File: src/rtl/pipeline_pkg.sv
// Shared definitions for the pipeline host controller: opcodes, FSM state
// encoding, core-facing widths and the captured host command record.
package pipeline_pkg;

  localparam int IMEM_AW = 9;
  localparam int DMEM_AW = 8;
  localparam int REG_AW  = 3;
  localparam int DATA_W  = 64;
  localparam int INSTR_W = 32;
  localparam int OP_W    = 3;

  localparam logic [OP_W-1:0] OP_NOP     = 3'd0;
  localparam logic [OP_W-1:0] OP_WR_IMEM = 3'd1;
  localparam logic [OP_W-1:0] OP_WR_DMEM = 3'd2;
  localparam logic [OP_W-1:0] OP_RUN     = 3'd3;
  localparam logic [OP_W-1:0] OP_RD_REG  = 3'd4;
  localparam logic [OP_W-1:0] OP_RD_DMEM = 3'd5;

  typedef enum logic [2:0] {
    ST_IDLE,
    ST_WRITE,
    ST_RUN,
    ST_DRAIN,
    ST_READ,
    ST_RESP
  } state_t;

  // Host command as presented on the command port.
  typedef struct packed {
    logic [OP_W-1:0]    op;
    logic [IMEM_AW-1:0] addr;
    logic [DATA_W-1:0]  data;
  } host_cmd_t;

  function automatic logic op_is_read(input logic [OP_W-1:0] op);
    return (op == OP_RD_REG) || (op == OP_RD_DMEM);
  endfunction

endpackage

File: src/rtl/pipeline_cycle_counter.sv
// Loadable down-counter shared by the RUN, DRAIN and READ waits.
//   load/load_val : (re)start a wait of load_val cycles
//   last          : the current cycle is the final cycle of the wait
// After a load of N, last rises in the N-th following cycle. A load of 0
// behaves like 1 so a wait can never stall.
module pipeline_cycle_counter #(
  parameter int CNT_W = 16
) (
  input  logic             clk,
  input  logic             reset,
  input  logic             load,
  input  logic [CNT_W-1:0] load_val,
  output logic             last
);

  logic [CNT_W-1:0] cnt;

  always_ff @(posedge clk or posedge reset) begin
    if (reset)            cnt <= '0;
    else if (load)        cnt <= load_val;
    else if (cnt != '0)   cnt <= cnt - 1'b1;
  end

  assign last = (cnt <= CNT_W'(1));

endmodule

File: src/rtl/pipeline_host_ctrl.sv
// Host-side sequencer for the 5-stage pipeline core. Takes one command at a
// time (valid/ready), turns it into preload writes, a start window of N
// cycles plus a drain, or a verification read, and returns one response.
// Ports:
//   clk, reset              clock, async active-high reset
//   cmd_*                   command channel (op/addr/data, valid/ready)
//   rsp_*                   response channel (data/err, valid/ready)
//   busy                    controller not in IDLE
//   *_pre                   I-MEM / D-MEM preload write port to core
//   start                   core run enable
//   *_raddr_ver/*_rdata_ver verification read ports
// All core-facing outputs are registered.
module pipeline_host_ctrl
  import pipeline_pkg::*;
#(
  parameter int RUN_W        = 16,
  parameter int DRAIN_CYCLES = 5,
  parameter int READ_LAT     = 1   // must be >= 1
) (
  input  logic               clk,
  input  logic               reset,
  input  logic               cmd_valid,
  output logic               cmd_ready,
  input  logic [OP_W-1:0]    cmd_op,
  input  logic [IMEM_AW-1:0] cmd_addr,
  input  logic [DATA_W-1:0]  cmd_data,
  output logic               rsp_valid,
  input  logic               rsp_ready,
  output logic [DATA_W-1:0]  rsp_data,
  output logic               rsp_err,
  output logic               busy,
  output logic [IMEM_AW-1:0] imem_waddr_pre,
  output logic [INSTR_W-1:0] instr_write_pre,
  output logic               instr_we_pre,
  output logic [DMEM_AW-1:0] dmem_waddr_pre,
  output logic [DATA_W-1:0]  dmem_wdata_pre,
  output logic               dmem_we_pre,
  output logic               start,
  output logic [REG_AW-1:0]  regfile_raddr_ver,
  input  logic [DATA_W-1:0]  regfile_rdata_ver,
  output logic [DMEM_AW-1:0] mem_raddr_ver,
  input  logic [DATA_W-1:0]  mem_rdata_ver
);

  state_t          state;
  host_cmd_t       cmd_in;
  logic [OP_W-1:0] cur_op;
  logic            accept;
  logic [RUN_W-1:0] run_cnt;

  logic             cnt_load;
  logic [RUN_W-1:0] cnt_val;
  logic             cnt_last;

  assign cmd_in  = '{op: cmd_op, addr: cmd_addr, data: cmd_data};
  assign accept  = cmd_valid && cmd_ready;
  assign run_cnt = cmd_in.data[RUN_W-1:0];
  assign busy    = (state != ST_IDLE);

  // One counter serves every wait: loaded on accept with the run count or
  // the read latency, reloaded with the drain length on leaving RUN.
  always_comb begin
    cnt_load = 1'b0;
    cnt_val  = '0;
    case (state)
      ST_IDLE: begin
        if (accept) begin
          cnt_load = 1'b1;
          cnt_val  = (cmd_in.op == OP_RUN) ? run_cnt : RUN_W'(READ_LAT);
        end
      end
      ST_RUN: begin
        if (cnt_last) begin
          cnt_load = 1'b1;
          cnt_val  = RUN_W'(DRAIN_CYCLES);
        end
      end
      default: ;
    endcase
  end

  pipeline_cycle_counter #(.CNT_W(RUN_W)) u_cnt (
    .clk      (clk),
    .reset    (reset),
    .load     (cnt_load),
    .load_val (cnt_val),
    .last     (cnt_last)
  );

  always_ff @(posedge clk or posedge reset) begin
    if (reset) begin
      state             <= ST_IDLE;
      cur_op            <= OP_NOP;
      cmd_ready         <= 1'b1;
      rsp_valid         <= 1'b0;
      rsp_data          <= '0;
      rsp_err           <= 1'b0;
      imem_waddr_pre    <= '0;
      instr_write_pre   <= '0;
      instr_we_pre      <= 1'b0;
      dmem_waddr_pre    <= '0;
      dmem_wdata_pre    <= '0;
      dmem_we_pre       <= 1'b0;
      start             <= 1'b0;
      regfile_raddr_ver <= '0;
      mem_raddr_ver     <= '0;
    end else begin
      case (state)
        ST_IDLE: begin
          if (accept) begin
            cmd_ready <= 1'b0;
            cur_op    <= cmd_in.op;
            rsp_data  <= '0;
            rsp_err   <= 1'b0;
            case (cmd_in.op)
              OP_WR_IMEM: begin
                imem_waddr_pre  <= cmd_in.addr;
                instr_write_pre <= cmd_in.data[INSTR_W-1:0];
                instr_we_pre    <= 1'b1;
                state           <= ST_WRITE;
              end
              OP_WR_DMEM: begin
                dmem_waddr_pre <= cmd_in.addr[DMEM_AW-1:0];
                dmem_wdata_pre <= cmd_in.data;
                dmem_we_pre    <= 1'b1;
                state          <= ST_WRITE;
              end
              OP_RUN: begin
                // A zero count answers straight away without touching start.
                if (run_cnt != '0) begin
                  start <= 1'b1;
                  state <= ST_RUN;
                end else begin
                  rsp_valid <= 1'b1;
                  state     <= ST_RESP;
                end
              end
              OP_RD_REG: begin
                regfile_raddr_ver <= cmd_in.addr[REG_AW-1:0];
                state             <= ST_READ;
              end
              OP_RD_DMEM: begin
                mem_raddr_ver <= cmd_in.addr[DMEM_AW-1:0];
                state         <= ST_READ;
              end
              OP_NOP: begin
                rsp_valid <= 1'b1;
                state     <= ST_RESP;
              end
              default: begin
                rsp_valid <= 1'b1;
                rsp_err   <= 1'b1;
                state     <= ST_RESP;
              end
            endcase
          end
        end

        // WE was raised on accept; this is its only cycle.
        ST_WRITE: begin
          instr_we_pre <= 1'b0;
          dmem_we_pre  <= 1'b0;
          rsp_valid    <= 1'b1;
          state        <= ST_RESP;
        end

        ST_RUN: begin
          if (cnt_last) begin
            start <= 1'b0;
            state <= ST_DRAIN;
          end
        end

        ST_DRAIN: begin
          if (cnt_last) begin
            rsp_valid <= 1'b1;
            state     <= ST_RESP;
          end
        end

        // Address has been stable for READ_LAT cycles when last is seen.
        ST_READ: begin
          if (cnt_last) begin
            rsp_data  <= (cur_op == OP_RD_REG) ? regfile_rdata_ver : mem_rdata_ver;
            rsp_valid <= 1'b1;
            state     <= ST_RESP;
          end
        end

        ST_RESP: begin
          if (rsp_ready) begin
            rsp_valid <= 1'b0;
            cmd_ready <= 1'b1;
            state     <= ST_IDLE;
          end
        end

        default: begin
          instr_we_pre <= 1'b0;
          dmem_we_pre  <= 1'b0;
          start        <= 1'b0;
          rsp_valid    <= 1'b0;
          cmd_ready    <= 1'b1;
          state        <= ST_IDLE;
        end
      endcase
    end
  end

endmodule

File: config.mk
export PLATFORM = sky130hd
export DESIGN_NAME = pipeline_host_ctrl
export DESIGN_NICKNAME = d
export VERILOG_FILES = /design/src/rtl/pipeline_pkg.sv /design/src/rtl/pipeline_cycle_counter.sv /design/src/rtl/pipeline_host_ctrl.sv
export SDC_FILE = /design/constraint.sdc
export NUM_CORES = 1
export LEC_CHECK = 0
export BUFFER_PORTS_ARGS = -buffer_cell sky130_fd_sc_hd__buf_2
export CAP_MARGIN = 15
export CELL_PAD_IN_SITES_DETAIL_PLACEMENT = 1
export CELL_PAD_IN_SITES_GLOBAL_PLACEMENT = 1
export CORE_MARGIN = 2
export CORE_UTILIZATION = 33
export DETAILED_ROUTE_END_ITERATION = 12
export PLACE_DENSITY = 0.88
export SKIP_LAST_GASP = 1
export SLEW_MARGIN = 40
export SYNTH_ARGS = -nofsm -noshare
export SYNTH_HDL_FRONTEND = slang
export SYNTH_SLANG_ARGS = --single-unit
File: constraint.sdc
create_clock -name clk -period 6 [get_ports clk]
set_clock_uncertainty 0.1 [all_clocks]
set_input_delay 0.6 -clock clk [delete_from_list [all_inputs] [get_ports clk]]
set_output_delay 0.6 -clock clk [all_outputs]
set_load 0.05 [all_outputs]
==> results of run 1 <==
## final cells by class
cell class | count | area (um2) | share of cell area (%)
Multi-Input combinational cell | 539 | 3970 | 30.9
Timing Repair Buffer | 413 | 2120 | 16.5
Tap cell | 384 | 480 | 3.74
Inverter | 9 | 40.0 | 0.312
Sequential cell | 216 | 5410 | 42.1
Antenna cell | 3 | 7.51 | 0.0584
Clock inverter | 6 | 115 | 0.896
Clock buffer | 36 | 717 | 5.58
## worst paths after layout
kind,to,start,cells past startpoint,slack (ns)
setup / recovery,dmem_wdata_pre[25],state[0],5,2.92
hold / removal,dmem_wdata_pre[48],cmd_data[48],2,0.22
setup reg to reg,dmem_wdata_pre[25],state[0],5,2.92
hold reg to reg,instr_write_pre[29],instr_write_pre[29],1,0.38
max in group asynchronous,dmem_wdata_pre[27],reset,5,4.00
min in group asynchronous,mem_raddr_ver[2],reset,3,0.53
## per-layer routing
layer  share of wire, %  wire length, um  vias up
li1                   -                -     3609
met1                 36            11200     3936
met2                 52            16300      346
met3                8.6             2690       69
met4                3.5             1100        4
met5              0.093               29        -
## cells in the mapped netlist (3+ instances only)
cell,count,share of area (%)
a21boi_0,3,0.23
a32oi_1,11,1.0
clkbuf_1,25,0.98
buf_1,6,0.23
buf_2,12,0.62
xnor2_1,11,1.0
nor3b_1,3,0.23
dfrtp_1,215,56
inv_1,8,0.31
xor2_1,4,0.36
nor3_1,6,0.31
nand3_1,6,0.31
a31oi_1,3,0.20
nand4_1,4,0.26
mux2_2,181,21
mux2_1,7,0.82
o21ai_0,7,0.36
a21oi_1,70,3.6
buf_6,7,0.82
nor4_1,7,0.46
nor2_1,23,0.90
nand2_1,156,6.1
nand3b_1,4,0.31
## metrics by stage
stage / cell area, um2 / utilization [%] / hold WS, ns / worst slack, ns / power (W)
global route: 12800 / 44.8 / 0.200 / 2.63 / 0.00760
global placement: 11900 / 41.6 / 0.363 / 2.78 / 0.00559
finish: 12800 / 44.8 / 0.219 / 2.92 / 0.00723
floorplan: 9620 / - / 0.347 / 2.49 / 0.00478
detailed placement: 12000 / 41.7 / 0.368 / 2.64 / 0.00572
CTS: 12800 / 44.7 / 0.193 / 2.60 / 0.00732
## registers in the layout, summed over array words and instances, names as in the netlist, 3 cells and up
signal             count
dmem_waddr_pre         8
u_cnt.cnt             16
mem_raddr_ver          8
imem_waddr_pre         9
regfile_raddr_ver      3
dmem_wdata_pre        64
rsp_data              64
state                  3
cur_op                 3
instr_write_pre       32
## logic make-up (layout without fill, tap and decap cells)
logic type               after synthesis  after routing  synth area share (%)
flip-flops                           216            216                  56.2
buffers and inverters                 59            464                  3.00
AO/OA/AOI/OAI                        109            109                  6.79
multiplexers                         189            189                  22.1
other                                  0              3                     0
adder cells (fa/ha/maj)                2              2                 0.260
AND/OR/NAND/NOR                      224            224                  10.3
XOR/XNOR                              15             15                  1.37
## power by group
| group | internal (W) | switching, W |
|---|---|---|
| Combinational | 0.000925 | 0.00248 |
| Clock | 0.000954 | 0.000590 |
| Sequential | 0.00195 | 0.000333 |
## worst max-delay path, stage by stage, from the launching register on
cell and delay, ns:
dfrtp_1 0.55, nor3_2 0.36, nand3_2 0.43, nor4b_2 0.40, buf_4 0.64, mux2_2 0.43
## timing repair
action / CTS / global route
resized for setup: 0 / 0
hold buffers: 1 / 0
hold endpoints to repair: 11 / 0
==> results.tsv, run 1 <==
metric	value	unit
Syn Nets	1024	
Post-synth top flop	dfrtp_1	
Syn Area/Cell	11.8	um2
Clock Latency Late Sink	0.51	ns
Setup Viol. Count Final	0	
CTS tree	built	
fin crit period	3.08	ns
Hold WC Path Type	in -> reg	
CP endpoint kind	flip-flop	
CP startpoint kind	flip-flop	
Slew headroom	49.1	%
Post-synth EDFFs	0	
first-pass GRT wire length	48600	um
initial antenna violation count	5	
post-DP HPWL	23000	um
total core area	0.0287	mm2
final period utilization	51.3	%
pin count of the biggest net entering global routing	69	
area of the mapped netlist	0.00962	mm2
Placed Cells	1560	
post-CTS setup buffer count	0	
DRT iter0 DRCs	258	
Highest Clock Rate	0.325	GHz
register area share after synthesis	56.2	%
post-synth cell types	52	
M3 GR Usage	6.35	%
most frequent cells in the layout	buf_2 (402), dfrtp_1 (215), mux2_2 (181)	
# rows	62	
final cell count without fillers	1606	
Yosys warning total	0	
vias per cell	4.96	
Crit Path Category	reg -> reg	
status	completed	
Total Routing Usage GR	20.0	%
worst path arrival time	3.37	ns
met2 global-route usage	37.3	%
Root Driver	clkbuf_16	
Slew @ Worst Pin	0.764	ns
Worst-path clk slew	0.06	ns
CTS Buf Count	24	
Die Ht	175	um
Gate Count Post-Synth	814	
layout cell share with drive strength beyond 1	53.1	%
port bufs	402	
Final Hold Fails	0	
GRT Max-Usage Layer	met2	
Max-Cap Viols	0	
first drt pass iteration count	4	
area delta synth->final	33.6	%
total die area	0.0305	mm2
Setup TNS	0	ns
Initial Utilization	33.5	%
RSZ-0062 raised after global routing	no	
P per Cell Area	563	mW/mm2
via count	7964	
clk buf depth	3	
htree depth	1	
Die Span X	175	um
Antenna Nets Post-Route	0	
DRT Wirelength	31300	um
vias in the first global route	8842	
GR Layer Usage met1	20.8	%
asr flop ratio synth	100	%
Clock Sinks	216	
commonest non-fill, non-tap cell in the layout	buf_2	
static leakage	6.85	nW
final slew viol count	0	
WL/cell	19.5	um
nets	1413	
gr ovfl total	0	
CP Max Fanout	57	
Worst VDD drop	443	uV
# fillers	3223	
# DRC	0	
Seq cells post-synth	216	
Final Wtd Congestion	0.806	
Ports	403	
Req. time, crit path	6.29	ns
Power figures use the tool's default switching activity.
==> run 2, diff against run 1 <==
--- a/config.mk
+++ b/config.mk
@@ -5,14 +5,15 @@
 export SDC_FILE = /design/constraint.sdc
 export NUM_CORES = 1
 export LEC_CHECK = 0
+export ABC_AREA = 1
 export BUFFER_PORTS_ARGS = -buffer_cell sky130_fd_sc_hd__buf_2
 export CAP_MARGIN = 15
 export CELL_PAD_IN_SITES_DETAIL_PLACEMENT = 1
 export CELL_PAD_IN_SITES_GLOBAL_PLACEMENT = 1
 export CORE_MARGIN = 2
-export CORE_UTILIZATION = 33
+export CORE_UTILIZATION = 35
 export DETAILED_ROUTE_END_ITERATION = 12
-export PLACE_DENSITY = 0.88
+export PLACE_DENSITY = 0.93
 export SKIP_LAST_GASP = 1
 export SLEW_MARGIN = 40
 export SYNTH_ARGS = -nofsm -noshare
==> constraint.sdc (replaced) <==
create_clock -name clk -period 2.9 [get_ports clk]
set_clock_uncertainty 0.1 [all_clocks]
set_input_delay 0.29 -clock clk [delete_from_list [all_inputs] [get_ports clk]]
set_output_delay 0.29 -clock clk [all_outputs]
set_load 0.05 [all_outputs]
==> run 2 against run 1 <==
Register-to-register slack got worse by 2.6 ns. Setup slack got worse by 2.6 ns. Sequential share of layout area decreased by 3.6 points. Utilization increased by 7.1 points. Highest routed layer unchanged. Maximum frequency increased by 20%. Largest power group unchanged. Clock-buffer cell count increased by 1. Critical path type unchanged. Cell area increased by 9.4%.
==> results.tsv, run 2 <==
metric	value	unit
first-pass GRT wire length	66600	um
Gate Count Post-Synth	1108	
CTS Buf Count	25	
Antenna Nets Post-Route	0	
Ports	403	
gr ovfl total	0	
nets	1820	
total die area	0.0291	mm2
final period utilization	88.5	%
Slew @ Worst Pin	0.717	ns
Die Span X	171	um
worst path arrival time	2.88	ns
commonest non-fill, non-tap cell in the layout	buf_2	
Worst VDD drop	468	uV
post-CTS setup buffer count	0	
Clk network pwr share	18.4	%
total core area	0.0271	mm2
Post-synth top flop	dfrtp_1	
Slew headroom	52.2	%
via count	10400	
Hold-fix buffers, CTS	114	
Comb pwr share	52.7	%
final core occ	51.9	%
register share of total power	28.9	%
Setup Viol. Count Final	0	
Highest Clock Rate	0.389	GHz
clk buf depth	3	
status	completed	
Synth top area share	55.4	%
Post-CTS Resized	0	
DRT iter0 DRCs	788	
CTS tree	built	
Initial Utilization	35.8	%
synth cell count leaders	nand2_1 (246), dfrtp_1 (215), nor2_1 (158)	
most frequent cells in the layout	buf_2 (402), nand2_1 (244), dfrtp_1 (215)	
Post-synth EDFFs	0	
port bufs	402	
CP Max Fanout	89	
top-count cell post-synth	nand2_1	
Hold WC Path Type	in -> reg	
Psw	0.00966	W
Yosys warning total	0	
Req. time, crit path	3.22	ns
register area share after synthesis	55.7	%
Root Driver	clkbuf_16	
CP startpoint kind	flip-flop	
switching share of power	53.7	%
initial antenna violation count	6	
htree depth	1	
area of the mapped netlist	0.00971	mm2
Internal	0.00834	W
P per Cell Area	1280	mW/mm2
Final Hold Fails	0	
Syn Area/Cell	8.76	um2
worst hold slack	0.00154	ns
Max-Cap Viols	0	
asr flop ratio synth	100	%
post-synth cell types	32	
layout cell share with drive strength beyond 1	30.3	%
CP endpoint kind	flip-flop	
WL/cell	22.2	um
area delta synth->final	44.9	%
vias in the first global route	11400	
Largest regs	dmem_wdata_pre x64, rsp_data x64, instr_write_pre x32	
pin count of the biggest net entering global routing	98	
final slew viol count	0	
Clock Latency Late Sink	0.54	ns
Die Ht	171	um
# rows	60	
# DRC	0	
Total Routing Usage GR	29.7	%
Worst-path clk slew	0.06	ns
Synth area leader	dfrtp_1	
fin crit period	2.57	ns
Crit Path Category	reg -> reg	
Seq cells post-synth	216	
static leakage	7.55	nW
top area cells in the synthesized netlist	dfrtp_1 (55%), nand2_1 (9.5%), o21ai_1 (7.5%), nor2_1 (6.1%), o21ai_0 (4.4%)	
first drt pass iteration count	5	
Clock Sinks	216	
RSZ-0062 raised after global routing	no	
Final Wtd Congestion	0.851	
vias per cell	5.21	
post-DP HPWL	26400	um
DRT Wirelength	44500	um
Syn Nets	1318	
run 2: metal layers:
metal	global-route usage, %	share of wire [%]	routed length, um
met5	0	0.034	15
met4	20.3	7.6	3370
met3	7.26	6.7	3000
met2	52.1	50	22400
met1	31.7	35	15700
run 2: area by class of cell:
| cell class | instances | area (um2) |
|---|---|---|
| Clock buffer | 37 | 771 |
| Timing Repair Buffer | 532 | 3360 |
| Clock inverter | 8 | 85.1 |
| Inverter | 88 | 337 |
| Fill cell | 3254 | 13000 |
| Multi-Input combinational cell | 747 | 3620 |
| Antenna cell | 5 | 12.5 |
| Sequential cell | 216 | 5410 |
| Tap cell | 372 | 465 |
run 2: cells by family after synthesis:
family	after synthesis	share of synthesized area, %
buf+inv	145	7.19
xor+xnor	12	1.08
flops	216	55.7
simple gates	450	18.8
mux	33	3.83
fa+ha+maj	2	0.258
compound gates	250	13.1
run 2: worst paths after layout:
| path | startpoint | to | slack (ns) | cells past startpoint |
|---|---|---|---|---|
| worst max-delay path | u_cnt.cnt[0] | rsp_data[2] | 0.33 | 11 |
| min in group asynchronous | reset | dmem_wdata_pre[46] | 0.26 | 3 |
| worst max register to register | u_cnt.cnt[0] | rsp_data[2] | 0.33 | 11 |
| max in group asynchronous | reset | cmd_ready | 1.55 | 4 |
| worst min register to register | rsp_valid | rsp_valid | 0.37 | 2 |
| worst min-delay path | regfile_rdata_ver[55] | rsp_data[55] | 0.002 | 3 |
run 2: worst max-delay path: stages, from the launching register on:
cell and delay [ns]:
dfrtp_1 0.39, inv_1 0.15, ha_1 0.25, inv_1 0.07, nand2_1 0.07, nand3_1 0.07, nor2_2 0.12, nand2_2 0.10
nand2_1 0.12, nand3_4 0.31, buf_12 0.35, o21ai_1 0.32
run 2: power groups by stage:
stage	Combinational (W)	Clock [W]	Sequential (W)
final	0.00949	0.00330	0.00520
after CTS	0.00920	0.00328	0.00506
after global placement	0.00870	0	0.00497
after floorplan	0.00290	0	0.00880
after detailed placement	0.00902	0	0.00507
after global routing	0.0100	0.00348	0.00530
run 2: per-stage QoR:
step / total power, W / cells / instance area (um2) / setup slack, ns / TNS (ns)
6_report: 0.0180 / 2005 / 14100 / 0.332 / 0
5_1_grt: 0.0188 / 2004 / 14100 / 0.171 / 0
4_1_cts: 0.0175 / 2000 / 14000 / 0.458 / 0
3_5_place_dp: 0.0141 / 1841 / 12100 / 0.501 / 0
3_3_place_gp: 0.0137 / 1841 / 12100 / 0.624 / 0
2_1_floorplan: 0.0117 / 1108 / 9710 / -0.301 / -64.78
